## src/rtl/truth_table_streamer_pkg.sv

```systemverilog
// ---------------------------------------------------------------------------
// truth_table_pkg : shared states, ASCII constants and digit-count helper
// Revision: 1.0
// ---------------------------------------------------------------------------
`default_nettype none

package truth_table_pkg;

   typedef enum logic [2:0] {
      ST_IDLE    = 3'd0,
      ST_APPLY   = 3'd1,
      ST_CAPTURE = 3'd2,
      ST_LOAD    = 3'd3,
      ST_DAVL    = 3'd4,
      ST_DAVH    = 3'd5,
      ST_NEXT    = 3'd6,
      ST_DONE    = 3'd7
   } state_t;

   localparam logic [7:0] CHAR_COLON = 8'h3A;
   localparam logic [7:0] CHAR_CR    = 8'h0D;
   localparam logic [7:0] CHAR_LF    = 8'h0A;

   function automatic int hex_digits(input int width);
      return (width + 3) / 4;
   endfunction

endpackage

`default_nettype wire

```

## src/rtl/truth_table_streamer_hex_ascii_enc.sv

```systemverilog
// ---------------------------------------------------------------------------
// hex_ascii_enc : 4-bit nibble to uppercase ASCII hex character
// Revision: 1.0
// ---------------------------------------------------------------------------
`default_nettype none

module hex_ascii_enc (
   input  logic [3:0] nibble,
   output logic [7:0] ascii
);

   always_comb begin
      if (nibble < 4'd10) ascii = 8'h30 + {4'h0, nibble};
      else                ascii = 8'h37 + {4'h0, nibble};
   end

endmodule

`default_nettype wire

```

## src/rtl/truth_table_streamer.sv

```systemverilog
// ---------------------------------------------------------------------------
// truth_table_streamer : exhaustive sweep of a combinational network, one
// ASCII row per vector streamed over the dav_/rfd handshake.
// Option macro ROW_CRLF_EN appends CR LF to every row.
// Revision: 1.0
// ---------------------------------------------------------------------------
`default_nettype none

module truth_table_streamer
   import truth_table_pkg::*;
#(
   parameter int IN_W   = 3,
   parameter int OUT_W  = 4,
   parameter int SETTLE = 1
) (
   input  logic             clock,
   input  logic             reset_,
   input  logic             start,
   output logic [IN_W-1:0]  in_comb,
   input  logic [OUT_W-1:0] out_comb,
   output logic [7:0]       data,
   output logic             dav_,
   input  logic             rfd,
   output logic             busy,
   output logic             done
);

   localparam int c_id      = hex_digits(IN_W);
   localparam int c_od      = hex_digits(OUT_W);
   localparam int c_in_ext  = 4 * c_id;
   localparam int c_out_ext = 4 * c_od;
`ifdef ROW_CRLF_EN
   localparam int c_row_len = c_id + c_od + 3;
`else
   localparam int c_row_len = c_id + c_od + 1;
`endif
   localparam int                 c_idx_w       = $clog2(c_row_len);
   localparam logic [c_idx_w-1:0] c_idx_last    = c_idx_w'(c_row_len - 1);
   localparam logic [3:0]         c_settle_last = 4'(SETTLE - 1);

   state_t                 r_state;
   state_t                 w_state_next;
   logic [IN_W-1:0]        r_in_comb;
   logic [c_out_ext-1:0]   r_row_out;
   logic [c_idx_w-1:0]     r_idx;
   logic [3:0]             r_settle;
   logic [7:0]             r_data;
   logic                   r_dav_n;
   logic                   r_busy;
   logic                   r_done;

   logic [c_in_ext-1:0]    w_in_ext;
   logic [3:0]             w_nibble;
   logic                   w_is_hex;
   logic [7:0]             w_lit;
   logic [7:0]             w_hex_char;
   logic [7:0]             w_char;

   assign w_in_ext = c_in_ext'(r_in_comb);

   // Character select: input digits, colon, output digits, optional CR LF
   always_comb begin
      w_nibble = 4'h0;
      w_is_hex = 1'b1;
      w_lit    = CHAR_COLON;
      for (int k = 0; k < c_id; k++) begin
         if (int'(r_idx) == k) w_nibble = w_in_ext[4*(c_id-1-k) +: 4];
      end
      for (int k = 0; k < c_od; k++) begin
         if (int'(r_idx) == c_id + 1 + k) w_nibble = r_row_out[4*(c_od-1-k) +: 4];
      end
      if (int'(r_idx) == c_id) w_is_hex = 1'b0;
`ifdef ROW_CRLF_EN
      if (int'(r_idx) == c_id + c_od + 1) begin
         w_is_hex = 1'b0;
         w_lit    = CHAR_CR;
      end
      if (int'(r_idx) == c_id + c_od + 2) begin
         w_is_hex = 1'b0;
         w_lit    = CHAR_LF;
      end
`endif
   end

   hex_ascii_enc u_hex_ascii_enc (
      .nibble (w_nibble),
      .ascii  (w_hex_char)
   );

   assign w_char = w_is_hex ? w_hex_char : w_lit;

   always_ff @(posedge clock or negedge reset_) begin
      if (!reset_) r_state <= ST_IDLE;
      else         r_state <= w_state_next;
   end

   always_comb begin
      w_state_next = r_state;
      case (r_state)
         ST_IDLE, ST_DONE: if (start) w_state_next = ST_APPLY;
         ST_APPLY:         if (r_settle == c_settle_last) w_state_next = ST_CAPTURE;
         ST_CAPTURE:       w_state_next = ST_LOAD;
         ST_LOAD:          w_state_next = ST_DAVL;
         // Leave only once dav_ has actually been seen low by the consumer
         ST_DAVL:          if (!rfd && !r_dav_n) w_state_next = ST_DAVH;
         ST_DAVH:          if (rfd) w_state_next = ST_NEXT;
         ST_NEXT: begin
            if (r_idx != c_idx_last) w_state_next = ST_LOAD;
            else if (&r_in_comb)     w_state_next = ST_DONE;
            else                     w_state_next = ST_APPLY;
         end
         default:          w_state_next = ST_IDLE;
      endcase
   end

   always_ff @(posedge clock or negedge reset_) begin
      if (!reset_) begin
         r_in_comb <= '0;
         r_row_out <= '0;
         r_idx     <= '0;
         r_settle  <= '0;
         r_data    <= '0;
         r_dav_n   <= 1'b1;
         r_busy    <= 1'b0;
         r_done    <= 1'b0;
      end else begin
         case (r_state)
            ST_IDLE, ST_DONE: begin
               if (start) begin
                  r_in_comb <= '0;
                  r_settle  <= '0;
                  r_busy    <= 1'b1;
                  r_done    <= 1'b0;
               end
            end
            ST_APPLY:   r_settle <= r_settle + 4'd1;
            ST_CAPTURE: begin
               r_row_out <= c_out_ext'(out_comb);
               r_idx     <= '0;
            end
            ST_LOAD:    r_data <= w_char;
            // dav_ drops one cycle after data settles, rises on the ack
            ST_DAVL:    r_dav_n <= (!rfd && !r_dav_n);
            ST_NEXT: begin
               if (r_idx != c_idx_last) begin
                  r_idx <= r_idx + 1'b1;
               end else if (&r_in_comb) begin
                  r_busy <= 1'b0;
                  r_done <= 1'b1;
               end else begin
                  r_in_comb <= r_in_comb + 1'b1;
                  r_settle  <= '0;
               end
            end
            default: ;
         endcase
      end
   end

   assign in_comb = r_in_comb;
   assign data    = r_data;
   assign dav_    = r_dav_n;
   assign busy    = r_busy;
   assign done    = r_done;

endmodule

`default_nettype wire
```

## config.mk

```make
export PLATFORM = sky130hd
export DESIGN_NAME = truth_table_streamer
export DESIGN_NICKNAME = d
export VERILOG_FILES = /design/src/rtl/truth_table_streamer_pkg.sv /design/src/rtl/truth_table_streamer_hex_ascii_enc.sv /design/src/rtl/truth_table_streamer.sv
export SDC_FILE = /design/constraint.sdc
export NUM_CORES = 1
export LEC_CHECK = 0
export ABC_AREA = 1
export CORE_UTILIZATION = 30
export DETAILED_ROUTE_END_ITERATION = 10
export GPL_TIMING_DRIVEN = 0
export PLACE_DENSITY = 0.57
export SLEW_MARGIN = 20
export SYNTH_ARGS = -nofsm -noshare
export SYNTH_HDL_FRONTEND = slang
export SYNTH_SLANG_ARGS = --single-unit
```

## constraint.sdc

```tcl
create_clock -name clock -period 3.3 [get_ports clock]
set_input_delay 0.33 -clock clock [delete_from_list [all_inputs] [get_ports clock]]
set_output_delay 0.33 -clock clock [all_outputs]
set_load 0.005 [all_outputs]
```

==> impl_summary.log <==
[metrics] vias in the first global route: 1217
[metrics] post-route DRC violation count: 0
[metrics] kind of path behind the tightest hold check: in -> async
[metrics] final critical-path setup slack: ~1.4 ns
[metrics] depth of the CTS H-tree: 1
[metrics] Buf+Inv Stages, Crit Path: 5
[metrics] WL final: 3.01 mm
[metrics] buffers inserted by post-CTS timing repair: 0
[metrics] sum of negative setup slack: 0 ns
[metrics] I/O Pins: 22
[metrics] die extent in y: around 73 um
[metrics] Slew Limit Fails: 0
[metrics] share of cells above drive strength 1: 0.114
[metrics] share of the clock period used by the worst path: 0.567
[metrics] post-cts repair resize count: 0
[metrics] CP Launch Type: flip-flop
[metrics] growth of design area from synthesis to finish: 21.9%
[metrics] 1st-iter DRT viols: 39
[metrics] most used standard cell by instance count after synthesis: nand2_1
[metrics] maximum number of pins on one net before global-route repair: 27
[metrics] Via-to-Cell Ratio: around 4.4
[metrics] leakage: 0.979 nW
[metrics] number of distinct library cell variants in the gate-level netlist after synthesis: 26
[metrics] critical path required time: 3.48 ns
[metrics] most area-hungry cell type in the Yosys netlist: dfrtp_1
[metrics] highest ir drop seen on vdd: ~0.00032 V
[metrics] core area: around 4800 um2
[metrics] post-route ant nets: 0
[metrics] sequential fraction of the synthesis area: 0.427
[metrics] r2r setup slk: between 1 and 1.5 ns
[metrics] count of flip-flops with a built-in enable after synthesis: 0
[metrics] TritonCTS clock tree: built
[metrics] synthesized area divided by synthesized cell count: between 7 and 8 um2
[metrics] Slowest-stage cell, CP: dfrtp_1
[metrics] First-pass DRT Iterations: 4
[metrics] Layout Nets: ~250
[metrics] net count after synthesis: 221
[metrics] critical path capture point type: flip-flop
[metrics] Slew HR: 0.600
[metrics] time the final worst path needs with I/O delays and setup: about 1.9 ns
[metrics] fraction of synthesized cell area taken by the top area cell type: 0.410
[metrics] unrepaired setup endpoints after global routing: no
[metrics] outcome: finished, final reports clean
[metrics] placement-stage worst setup slack: 1.43 ns
[metrics] register bit total from synthesis: 26
[metrics] final hold viol count: 0
[metrics] Longest Clk Path Bufs: 2
[metrics] count of inserted antenna diode cells: 0
[metrics] worst reg-to-reg path cell count: 14
[metrics] Std-Cell Rows: 25
[metrics] fmax: between 0.5 and 0.6 GHz
[metrics] number of warnings issued by yosys: 0
[metrics] Worst path max stage delay: 0.40 ns
[metrics] number of violations of the max-capacitance limit: 0
[metrics] clock-pin slew on the worst setup and hold paths: 0.10 ns
[metrics] actual transition at the worst max-transition pin: between 0.5 and 0.6 ns
[metrics] clock latency reported for the late side of the worst-skew pair: around 0.28 ns
[metrics] total via count in the routed design: ~1300
[metrics] hold_buf cts: 0
[metrics] share of flip-flops with an asynchronous set or reset after synthesis: 1.00
[metrics] initial antenna violation count: 0
[metrics] Final GP Congestion: between 0.7 and 0.8
[metrics] Final Util: 0.386
[metrics] top cell family by delay on the critical path: buffers and inverters
[metrics] CTS Buf Count: 3
[metrics] capture point of the worst reg-to-reg path: data[2]
[metrics] Fin Clk Skew: between 0.003 and 0.004 ns
[metrics] Max FO, Critical Path: 9
[metrics] list of cells traversed by the critical path: inv_1 -> ha_1 -> buf_2 -> inv_1 -> nand3_1 -> nand2_1 -> inv_1 -> ha_1 -> inv_1 -> nand2_1 -> nand2_1 -> nand2_1 -> nand3_1 -> nand2_1
[metrics] total global routing overflow: 0
[metrics] Avg WL per Cell: 10.2 um
[metrics] horizontal die dimension: between 70 and 80 um
[metrics] Overall Global Routing Usage: 0.131
[metrics] dominant synthesized flop cell: dfrtp_1
[metrics] Setup violations, final: 0
[metrics] mapped cell area: 1530 um2
[metrics] Most Frequent Cell on Critical Path: nand2_1
[metrics] wire length of the first global-routing pass: 5.36 mm
[metrics] startpoint of the most critical register-to-register path: r_idx[0]
[metrics] DIE AREA: ~5400 um2
[metrics] largest cells by area after synthesis: dfrtp_1 41%, nand2_1 17%, nand3_1 7.2%
[metrics] total power per unit cell area: around 670 nW/um2
[metrics] Detail Placement HPWL: between 2 and 2.5 mm
[metrics] Clk Tree Root Cell: clkbuf_8
[metrics] data arrival time of the critical path: a little over 2 ns
[metrics] port bufs: 20
[metrics] Worst Setup Path Type: reg -> reg
[metrics] cell types with the highest counts after synthesis: 68 x nand2_1, 25 x dfrtp_1, 24 x inv_1, 22 x nand3_1, 15 x nor2_1
[metrics] Mapped Cells: around 210
[metrics] CTS sink count: 26
[metrics] initial cell density of the core: 0.317
## state kept, by name, indices dropped and copies added (netlist names)
register   cells
r_settle       4
r_state        3
dav_           1
data           7
busy           1
in_comb        3
done           1
r_idx          2
r_row_out      4
## cells by family (layout without fill, tap and decap cells)
group	count (synthesis)	count (layout)	share of synthesized area
AOI/OAI and AO/OA	18	18	0.0648
xor gates and xnor gates	1	1	0.00574
DFF	26	26	0.427
adders and majority gates	8	8	0.0656
muxes	2	2	0.0148
and+or+nand+nor	118	118	0.339
buffers and inverters	31	55	0.0804
other	1	1	0.00246
## final cells by class
class | instances | area [um2]
inverter | 28 | 105
tap | 67 | 83.8
sequential | 26 | 652
multi-input combinational | 148 | 751
timing repair buffer | 20 | 195
buffer | 3 | 17.5
clock buffer | 4 | 55.1
fill | 535 | 2960
## report_power, final
group | switching, mW | internal, mW
clock network | 0.110 | 0.107
registers | 0.0770 | 0.415
logic | 0.327 | 0.219
## cells in the final DEF, fill, tap and decap left out, types with 2 or more instances in the layout
| cell type | Yosys | routed |
|---|---|---|
| inv_1 | 24 | 24 |
| nand2_1 | 68 | 68 |
| mux2_2 | 2 | 2 |
| nor2_2 | 2 | 2 |
| nor2_1 | 15 | 15 |
| dfrtp_1 | 25 | 25 |
| ha_1 | 8 | 8 |
| nand2_2 | 5 | 5 |
| a21oi_1 | 5 | 5 |
| clkbuf_8 | 0 | 4 |
| o21ai_0 | 9 | 9 |
| nand3_1 | 22 | 22 |
| buf_2 | 2 | 3 |
| clkdlybuf4s50_1 | 0 | 19 |
| inv_2 | 4 | 4 |
| nand4_1 | 2 | 2 |
## worst max-delay path by stage
| stage | startpoint | end | slack, ns | depth (start not counted) |
|---|---|---|---|---|
| floorplan | r_idx[0] | data[2] | 1.63 | 14 |
| global route | r_idx[0] | data[2] | 1.19 | 14 |
| CTS | r_idx[0] | data[2] | 1.42 | 14 |
| global placement | r_idx[0] | data[2] | 1.44 | 14 |
| finish | r_idx[0] | data[2] | 1.43 | 14 |
| detailed placement | r_idx[0] | data[2] | 1.43 | 14 |
## routing by layer
metal,track usage,vias up,share of wire
met5,0,-,0
li1,-,699,-
met1,0.168,584,0.50
met4,0.0385,0,0.014
met2,0.219,17,0.45
met3,0.0329,4,0.033
## metrics by stage
stage	total power [mW]	hold slack [ns]	cell area, um2	instances
floorplan	0.883	0.0344	1530	205
global placement	1.05	0.467	1810	292
detailed placement	1.05	0.384	1800	292
CTS	1.27	0.0690	1860	296
global route	1.39	0.100	1860	296
finish	1.25	0.0435	1860	296
Note: power is estimated with default switching activity, not from simulation.
